<file path="config.mk">
export PLATFORM = sky130hd
export DESIGN_NAME = bitstream_arbiter
export DESIGN_NICKNAME = d
export VERILOG_FILES = /design/src/rtl/prores_pkg.sv /design/src/rtl/bitstream_arbiter_mux.sv /design/src/rtl/bitstream_arbiter.sv
export SDC_FILE = /design/constraint.sdc
export NUM_CORES = 1
export LEC_CHECK = 0
export CAP_MARGIN = 20
export CELL_PAD_IN_SITES_DETAIL_PLACEMENT = 1
export CELL_PAD_IN_SITES_GLOBAL_PLACEMENT = 1
export CORE_AREA = 4 4 151 153
export CTS_BUF_LIST = sky130_fd_sc_hd__clkbuf_2 sky130_fd_sc_hd__clkbuf_4 sky130_fd_sc_hd__clkbuf_8
export DETAILED_ROUTE_END_ITERATION = 6
export DIE_AREA = 0 0 155 157
export DONT_BUFFER_PORTS = 1
export GPL_ROUTABILITY_DRIVEN = 0
export PLACE_DENSITY = 0.72
export SYNTH_ARGS = -nofsm -noshare
export SYNTH_HDL_FRONTEND = slang
export SYNTH_HIERARCHICAL = 1
export SYNTH_SLANG_ARGS = --single-unit
</file>
<file path="constraint.sdc">
create_clock -name clock -period 4.3 [get_ports clock]
set_clock_uncertainty 0.1 [all_clocks]
set_input_delay 0.645 -clock clock [delete_from_list [all_inputs] [get_ports clock]]
set_output_delay 0.645 -clock clock [all_outputs]
set_load 0.02 [all_outputs]
</file>
<file path="src/rtl/prores_pkg.sv">
// Shared definitions for the bitstream arbiter: FSM states, bit limit and
// the mapping from sequence phase to the requester that owns it.
package prores_pkg;

  // Largest beat the bit packer accepts in one cycle.
  localparam int unsigned MAX_BITS = 64;
  // Width needed to carry a clamped size (0..MAX_BITS).
  localparam int unsigned SizeOutW = $clog2(MAX_BITS + 1);

  typedef enum logic [2:0] {
    StIdle  = 3'd0,
    StHdr   = 3'd1,
    StDc    = 3'd2,
    StAc    = 3'd3,
    StFlush = 3'd4,
    StDone  = 3'd5
  } arb_state_e;

  typedef enum logic [1:0] {
    ReqNone = 2'd0,
    ReqHdr  = 2'd1,
    ReqDc   = 2'd2,
    ReqAc   = 2'd3
  } req_e;

  // Requester granted in each state; non-data states grant nobody.
  function automatic req_e phase_owner(input arb_state_e st);
    req_e owner;
    case (st)
      StHdr:   owner = ReqHdr;
      StDc:    owner = ReqDc;
      StAc:    owner = ReqAc;
      default: owner = ReqNone;
    endcase
    return owner;
  endfunction

  // Ones in bit positions below size; size MAX_BITS keeps every bit.
  function automatic logic [MAX_BITS-1:0] size_mask(input logic [SizeOutW-1:0] size);
    logic [MAX_BITS-1:0] mask;
    if (32'(size) >= MAX_BITS) begin
      mask = '1;
    end else begin
      mask = (MAX_BITS'(1) << size) - MAX_BITS'(1);
    end
    return mask;
  endfunction

endpackage

</file>
<file path="src/rtl/bitstream_arbiter_mux.sv">
// Combinational grant path: picks the beat of the phase owner, clamps its
// size to MAX_BITS, masks the value and flags protocol violations.
module bitstream_arbiter_mux
  import prores_pkg::*;
#(
  parameter int unsigned SIZE_W = 7
) (
  input  arb_state_e            state,
  input  logic                  hdr_valid,
  input  logic                  hdr_last,
  input  logic [63:0]           hdr_val,
  input  logic [SIZE_W-1:0]     hdr_size,
  input  logic                  dc_valid,
  input  logic                  dc_last,
  input  logic [63:0]           dc_val,
  input  logic [SIZE_W-1:0]     dc_size,
  input  logic                  ac_valid,
  input  logic                  ac_last,
  input  logic [63:0]           ac_val,
  input  logic [SIZE_W-1:0]     ac_size,
  output logic                  grant_valid,
  output logic                  grant_last,
  output logic [63:0]           grant_val,
  output logic [SizeOutW-1:0]   grant_size,
  output logic                  oversize,
  output logic                  stray
);

  req_e              owner;
  logic [63:0]       sel_val;
  logic [SIZE_W-1:0] sel_size;
  logic [31:0]       size32;
  logic              over;

  // Select the owner's beat, clamp and mask it, and detect out-of-phase valids.
  always_comb begin
    owner       = phase_owner(state);
    grant_valid = 1'b0;
    grant_last  = 1'b0;
    sel_val     = '0;
    sel_size    = '0;
    case (owner)
      ReqHdr: begin
        grant_valid = hdr_valid;
        grant_last  = hdr_last;
        sel_val     = hdr_val;
        sel_size    = hdr_size;
      end
      ReqDc: begin
        grant_valid = dc_valid;
        grant_last  = dc_last;
        sel_val     = dc_val;
        sel_size    = dc_size;
      end
      ReqAc: begin
        grant_valid = ac_valid;
        grant_last  = ac_last;
        sel_val     = ac_val;
        sel_size    = ac_size;
      end
      default: ;
    endcase
    size32     = 32'(sel_size);
    over       = size32 > MAX_BITS;
    grant_size = over ? SizeOutW'(MAX_BITS) : size32[SizeOutW-1:0];
    grant_val  = sel_val & size_mask(grant_size);
    oversize   = grant_valid && over;
    stray      = (hdr_valid && (owner != ReqHdr)) ||
                 (dc_valid  && (owner != ReqDc))  ||
                 (ac_valid  && (owner != ReqAc));
  end

endmodule

</file>
<file path="src/rtl/bitstream_arbiter.sv">
// Sequences header, DC and AC requesters into a bit packer, then issues one
// flush beat and a completion pulse. Outputs to the packer are registered.
// Optional per-slice bit counter: define BITSTREAM_ARBITER_BITCOUNT_EN.
module bitstream_arbiter
  import prores_pkg::*;
#(
  parameter int unsigned SIZE_W = 7
) (
  input  logic              clock,
  input  logic              reset_n,
  input  logic              slice_start,
  input  logic              hdr_valid,
  input  logic              hdr_last,
  input  logic [63:0]       hdr_val,
  input  logic [SIZE_W-1:0] hdr_size,
  input  logic              dc_valid,
  input  logic              dc_last,
  input  logic [63:0]       dc_val,
  input  logic [SIZE_W-1:0] dc_size,
  input  logic              ac_valid,
  input  logic              ac_last,
  input  logic [63:0]       ac_val,
  input  logic [SIZE_W-1:0] ac_size,
  output logic              hdr_ready,
  output logic              dc_ready,
  output logic              ac_ready,
  output logic              sb_enable,
  output logic              sb_flush_bit,
  output logic [63:0]       sb_val,
  output logic [63:0]       sb_size_of_bit,
  output logic              busy,
  output logic              slice_done,
  output logic              err,
  output logic [31:0]       slice_bit_count
);

  arb_state_e          state_q, state_d;
  logic                grant_valid, grant_last, oversize, stray;
  logic [63:0]         grant_val;
  logic [SizeOutW-1:0] grant_size;
  logic                start_acc, err_set;
  logic                sb_enable_q, sb_flush_q, err_q;
  logic [63:0]         sb_val_q;
  logic [SizeOutW-1:0] sb_size_q;

  bitstream_arbiter_mux #(
    .SIZE_W (SIZE_W)
  ) u_mux (
    .state       (state_q),
    .hdr_valid   (hdr_valid),
    .hdr_last    (hdr_last),
    .hdr_val     (hdr_val),
    .hdr_size    (hdr_size),
    .dc_valid    (dc_valid),
    .dc_last     (dc_last),
    .dc_val      (dc_val),
    .dc_size     (dc_size),
    .ac_valid    (ac_valid),
    .ac_last     (ac_last),
    .ac_val      (ac_val),
    .ac_size     (ac_size),
    .grant_valid (grant_valid),
    .grant_last  (grant_last),
    .grant_val   (grant_val),
    .grant_size  (grant_size),
    .oversize    (oversize),
    .stray       (stray)
  );

  assign start_acc = slice_start && (state_q == StIdle);
  assign err_set   = (slice_start && (state_q != StIdle)) || oversize || stray;

  // State register.
  always_ff @(posedge clock or negedge reset_n) begin
    if (!reset_n) begin
      state_q <= StIdle;
    end else begin
      state_q <= state_d;
    end
  end

  // Next state: a granted beat with last moves to the following phase.
  always_comb begin
    state_d = state_q;
    case (state_q)
      StIdle:  if (start_acc) state_d = StHdr;
      StHdr:   if (grant_valid && grant_last) state_d = StDc;
      StDc:    if (grant_valid && grant_last) state_d = StAc;
      StAc:    if (grant_valid && grant_last) state_d = StFlush;
      StFlush: state_d = StDone;
      StDone:  state_d = StIdle;
      default: state_d = StIdle;
    endcase
  end

  // State-decoded outputs: readys follow the phase owner.
  always_comb begin
    hdr_ready  = phase_owner(state_q) == ReqHdr;
    dc_ready   = phase_owner(state_q) == ReqDc;
    ac_ready   = phase_owner(state_q) == ReqAc;
    busy       = state_q != StIdle;
    slice_done = state_q == StDone;
  end

  // Packer beat registers and sticky error; the flush beat is loaded from FLUSH.
  always_ff @(posedge clock or negedge reset_n) begin
    if (!reset_n) begin
      sb_enable_q <= 1'b0;
      sb_flush_q  <= 1'b0;
      sb_val_q    <= '0;
      sb_size_q   <= '0;
      err_q       <= 1'b0;
    end else begin
      sb_enable_q <= (grant_valid && (grant_size != '0)) || (state_q == StFlush);
      sb_flush_q  <= state_q == StFlush;
      sb_val_q    <= grant_valid ? grant_val : '0;
      sb_size_q   <= grant_valid ? grant_size : '0;
      err_q       <= (start_acc ? 1'b0 : err_q) | err_set;
    end
  end

  assign sb_enable      = sb_enable_q;
  assign sb_flush_bit   = sb_flush_q;
  assign sb_val         = sb_val_q;
  assign sb_size_of_bit = 64'(sb_size_q);
  assign err            = err_q;

`ifdef BITSTREAM_ARBITER_BITCOUNT_EN
  logic [31:0] bit_count_q;
  logic [32:0] bit_sum;

  assign bit_sum = {1'b0, bit_count_q} + 33'(grant_size);

  // Saturating count of issued bits, restarted by each accepted slice_start.
  always_ff @(posedge clock or negedge reset_n) begin
    if (!reset_n) begin
      bit_count_q <= '0;
    end else if (start_acc) begin
      bit_count_q <= '0;
    end else if (grant_valid) begin
      bit_count_q <= bit_sum[32] ? '1 : bit_sum[31:0];
    end
  end

  assign slice_bit_count = bit_count_q;
`else
  assign slice_bit_count = '0;
`endif

endmodule

</file>
After elaboration in Yosys (flattened, before gate mapping)
Cells that the tools add are included.
Cells by class
  add/subtract/negate cells: 1
  magnitude comparators: 2
  equality and inequality tests: 15
  shifts and indexed selects: 1
  muxes and demuxes: 15
  bitwise gates (word level): 2
  reductions and logical operators: 17
Operators with widths (number)
  one-hot mux 64 bit (3 select lines): 1
  two-way mux 64 bit: 2
  bitwise AND 64 bit: 1
  << shifter 1 x 7 -> 64 bit (first input constant): 1
  subtractor 64 x 2 -> 64 bit (second input constant): 1
  one-hot mux 7 bit (3 select lines): 1
  one-hot mux 3 bit (5 select lines): 1
  two-way mux 7 bit: 2
  two-way mux 3 bit: 4
  != test 2 bit (second input constant): 6
  logical AND 1 bit: 8
  >= comparator 7 bit (second input constant): 1
  > comparator 7 bit (second input constant): 1
  nonzero test 7 bit: 1
  equality test 3 x 2 -> 1 bit (second input constant): 2
  equality test 3 bit (second input constant): 2
  one-hot mux 1 bit (3 select lines): 2
  one-hot mux 2 bit (3 select lines): 1
  logical OR 1 bit: 5
  equality test 2 bit (second input constant): 2
  AND reduction 4 bit: 1
  equality test 3 x 1 -> 1 bit (second input constant): 1
  zero test 3 bit: 1
  nonzero test 3 bit: 1
  4 further kinds: 4
Word-level totals
  register bits: 77
  bits of input ports: 222
  output and inout bits: 168
  logic and storage cells: 59

Longest topological paths before layout
  word-level depth: 11
  depth in mapped cells: 19
  gate-level depth less buffers: 14

By module
Netlist, hierarchy kept.
By module, submodules not included
  bitstream_arbiter_mux: times used 1, cells an instance 623, area each 3822.4 um^2, seq. area each 0.0 um^2
  bitstream_arbiter: times used 1, cells an instance 271, area each 3238.1 um^2, seq. area each 1926.8 um^2

Least setup slack after synthesis
No wires, ideal clock.
  path type: reg2reg
  start point: reg state_q[1]
  end point: reg sb_val_q[28] (netlist: sb_val[28])
  setup time: 0.119 ns
  arrival time: 3.581 ns
  required time: 4.081 ns
  path slack: 0.500 ns
  cell stages (with the launch flop): 15
  path buffers: 5
  period minus slack after synthesis: 3.800 ns
  cells stage by stage: dfrtp_1 buf_6 buf_4 a211oi_1 clkbuf_1 nor2_1 o21ai_0 ha_1 o41ai_2 or3_1 buf_6 or3_1 buf_2 o311a_1 and2_1
Between the ends
  cells in the longest elaborated chain, start to end: 11
  elaborated cells between the ends (all ways): 18
  classes of those cells: 1 x add/sub; 2 x order compare; 6 x eq/ne; 1 x shift; 7 x mux; 1 x bitwise
RTL lines
  start, declared: line bitstream_arbiter.sv:37  | arb_state_e state_q, state_d;
  start signal, assigned: line bitstream_arbiter.sv:76  | state_q <= StIdle;
  start signal, assigned: line bitstream_arbiter.sv:78  | state_q <= state_d;
  equality test 3 x 2 -> 1 bit or equality test 3 x 1 -> 1 bit (tied branches): line prores_pkg.sv:29  | case (st)
  one-hot mux 2 bit (3 select lines) (*): line prores_pkg.sv:29
  equality test 2 bit or equality test 2 x 1 -> 1 bit (tied branches): line bitstream_arbiter_mux.sv:42  | case (owner)
  one-hot mux 7 bit (3 select lines): line bitstream_arbiter_mux.sv:42
  > comparator 7 bit: line bitstream_arbiter_mux.sv:64  | over = size32 > MAX_BITS;
  two-way mux 7 bit: line bitstream_arbiter_mux.sv:65  | grant_size = over ? SizeOutW'(MAX_BITS) : size32[SizeOutW-1:0];
  << shifter 1 x 7 -> 64 bit: line prores_pkg.sv:44  | mask = (MAX_BITS'(1) << size) - MAX_BITS'(1);
  subtractor 64 x 2 -> 64 bit: line prores_pkg.sv:44
  two-way mux 64 bit: line prores_pkg.sv:41  | if (32'(size) >= MAX_BITS) begin
  bitwise AND 64 bit (*): line bitstream_arbiter_mux.sv:66  | grant_val = sel_val & size_mask(grant_size);
  named net grant_val[28]: line bitstream_arbiter.sv:39  | logic [63:0] grant_val;
  two-way mux 64 bit (*): line bitstream_arbiter.sv:116  | sb_val_q <= grant_valid ? grant_val : '0;
  end signal, assigned: line bitstream_arbiter.sv:116
  end, declared: line bitstream_arbiter.sv:43  | logic [63:0] sb_val_q;
The timed path passes the listed nets; every way through them passes the cells marked *.
A chain may end at the register's enable or synchronous reset.

Final worst setup path
  start point: reg state_q[0]
  end point: reg sb_val_q[40] (netlist: sb_val[40])
The elaborated chain is that of the path after synthesis.

==> impl_metrics.tcl <==
set metrics [dict create \
    status "finished, final reports clean" \
    final_util 0.344 \
    grt_start_max_net_pins 78 \
    placed_cells 1157 \
    maxSlewViolCount 0 \
    synth_edf_count 0 \
    power_density_mw_per_mm2 974 \
    period_share 0.928 \
    path_cells "mux2i_1 -> a21o_1 -> o21ai_1 -> nor3_1 -> o21ai_0 -> ha_1 -> o41ai_2 -> or3_1 -> nor3_1 -> buf_4 -> a311oi_1 -> nor4b_1 -> and2_1" \
    postRouteAntennaNets 0 \
    synth_cell_types 79 \
    slowest_delay_ps 610 \
    tightest_slew_ps 893 \
    cp_top_family "simple AND/OR/NAND/NOR gates" \
    tritoncts "done" \
    avgSynthCellArea_sq_um 7.90 \
    via_count 6672 \
    cpMostUsedCell "nor3_1" \
    hold_ws_ps 70.3 \
    antennaDiodeCount 0 \
    rows 54 \
    fin_crit_ps 3990 \
    detail_route.wl_per_cell_um 24.6 \
    drcViolationCount 0 \
    reg2regPathDepth 13 \
    cap_violations 0 \
    cts_buffer_depth 2 \
    dieWidth_um 155 \
    final_nets 1112 \
    slew_headroom 0.405 \
    tns_ps 0 \
    first_pass_iters 5 \
    syn_area_sq_mm 0.00706 \
    fill_cells 2630 \
    layout_commonest_cell "nor2_1" \
    syn_inst 894 \
    cts_setup_buffers 0 \
    min_path_type "in -> async" \
    synth-async-reset-ratio 1.00 \
    die_y_um 157 \
    io_pins 390 \
    cp-end-kind "flop" \
    finalInstanceArea_sq_mm 0.00742 \
    drtIter0Drc 535 \
    cts_buffers 9 \
    cp_data_required_time_ps 4460 \
    crit_fanout 20 \
    hold_viol_final 0 \
    final_cell_mix "121 x nor2_1, 89 x conb_1, 84 x a21oi_1" \
    synth_flop_cell "dfrtp_1" \
    critPathBufInv 1 \
    drive_gt1_frac 0.107 \
    syn_to_final_growth_pct 5.07 \
    clk_pin_slew_ps 90 \
    vdd_drop_max_mv 0.309 \
    synth-seq-area-share 0.273 \
    cp.arrival_ps 4150 \
    dieArea_sq_mm 0.0243 \
    p_leak_nw 3.57 \
    grt_setup_unrepaired "no" \
    final_cells 1174 \
    grt_first_pass_wirelength_mm 42.2 \
    criticalPathCategory "reg -> reg" \
    antenna_found_initial 0 \
    grt_overflow_total 0 \
    worstSkewPairLatency_ps 370 \
    setup_viol 0 \
    port_buffers 0 \
    grt_pass1_vias 6939 \
    hpwl_mm 22.8 \
    via_per_inst 5.68 \
    h-tree-depth 3 \
    drt-total-wl_mm 28.9 \
    crit_slowest_cell "dfrtp_4" \
    grt_usage 0.226 \
    placed_area_sq_mm 0.00714 \
    cts_root_buf "clkbuf_8" \
    cts.sinks 77 \
    cp_num_cells 13 \
    fmaxAchievable_mhz 251 \
    synth_seq_cells 77 \
    start_util 0.328 \
    yosysWarnings 6 \
    crit_path_start_kind "flop" \
    coreArea_sq_mm 0.0216 \
]
==> power breakdown <==
| group | switching, W | internal (W) |
|---|---|---|
| logic | 0.00331 | 0.00175 |
| registers | 0.000491 | 0.000976 |
| clock network | 0.000284 | 0.000414 |
==> state kept, by name (all words and copies together), names as in the netlist <==
register	flops
sb_val	64
sb_flush_bit	1
sb_size_q	7
sb_enable	1
err	1
state_q	3
==> synthesized netlist by cell type, types with 4 or more instances <==
cell type / number / share of area
a211o_1: 10 / 0.012
a211oi_1: 11 / 0.012
a21o_1: 6 / 0.0064
a21oi_1: 85 / 0.060
a21oi_2: 4 / 0.0050
a31oi_1: 18 / 0.016
and2_1: 72 / 0.064
and3_1: 9 / 0.0080
buf_1: 7 / 0.0037
buf_2: 5 / 0.0035
buf_4: 92 / 0.098
clkbuf_1: 38 / 0.020
dfrtp_1: 77 / 0.27
inv_1: 8 / 0.0043
mux2i_1: 72 / 0.10
nand2_1: 50 / 0.027
nand2b_1: 4 / 0.0035
nand3_1: 20 / 0.014
nand4_1: 12 / 0.011
nor2_1: 121 / 0.064
nor3_1: 33 / 0.023
nor3b_1: 4 / 0.0043
nor4_1: 16 / 0.014
o21ai_0: 22 / 0.016
o31ai_1: 6 / 0.0064
or3_1: 7 / 0.0062
xnor2_1: 5 / 0.0062
==> path summary, 6_finish.rpt <==
check                           slack, ps    endpoint         from
worst max-delay path                  310  sb_val[40]   state_q[0]
worst min-delay path                   70  sb_val[58]      reset_n
worst max register to register        310  sb_val[40]   state_q[0]
worst min register to register        570         err          err
max in group asynchronous            3690  sb_val[14]      reset_n
min in group clock                    310         err  slice_start
==> cell type report <==
| class | instances | area, sq um | share of cell area |
|---|---|---|---|
| Clock buffer | 12 | 153 | 0.0206 |
| Clock inverter | 4 | 95.1 | 0.0128 |
| Multi-Input combinational cell | 750 | 4520 | 0.609 |
| Sequential cell | 77 | 1940 | 0.261 |
| Tap cell | 280 | 350 | 0.0472 |
| Inverter | 9 | 33.8 | 0.00455 |
| Timing Repair Buffer | 42 | 335 | 0.0452 |
==> per-stage QoR <==
step | total power [W] | worst slack [ps]
CTS | 0.00721 | 197
global route | 0.00779 | 115
detailed placement | 0.00646 | 218
finish | 0.00723 | 310
global placement | 0.00639 | 369
floorplan | 0.00491 | 500
==> routing by layer <==
| layer | track usage | up-vias | wire length, um |
|---|---|---|---|
| li1 | - | 3002 | - |
| met1 | 0.278 | 3215 | 11200 |
| met2 | 0.403 | 406 | 14700 |
| met3 | 0.0492 | 49 | 2490 |
| met4 | 0.0555 | 0 | 570 |
| met5 | 0 | - | 0 |
==> repair_timing <==
action | 4_1_cts | 5_1_grt
endpoints found under the hold margin | 77 | 0
resized for setup | 0 | 3
hold buffers | 1 | 0
setup endpoints to repair | 0 | 8
==> worst reg2reg max path, delay by kind of cell, from the launching register on <==
family	cells	cell delay, ps
compound gates	5	1090
fa+ha+maj	1	280
buf+inv	1	200
mux	1	490
simple gates	5	1110
flops	1	610
==> cell families (layout without fill, tap and decap cells) <==
family	count (synthesis)	after routing	share of synthesized area
muxes	78	78	0.113
xor gates and xnor gates	7	7	0.00868
AOI/OAI and AO/OA	201	201	0.191
buffers and inverters	155	67	0.138
adders and majority gates	1	1	0.00177
and+or+nand+nor	374	374	0.275
DFF	77	77	0.273
other	1	89	0.000531
Note: power is estimated with default switching activity, not from simulation.
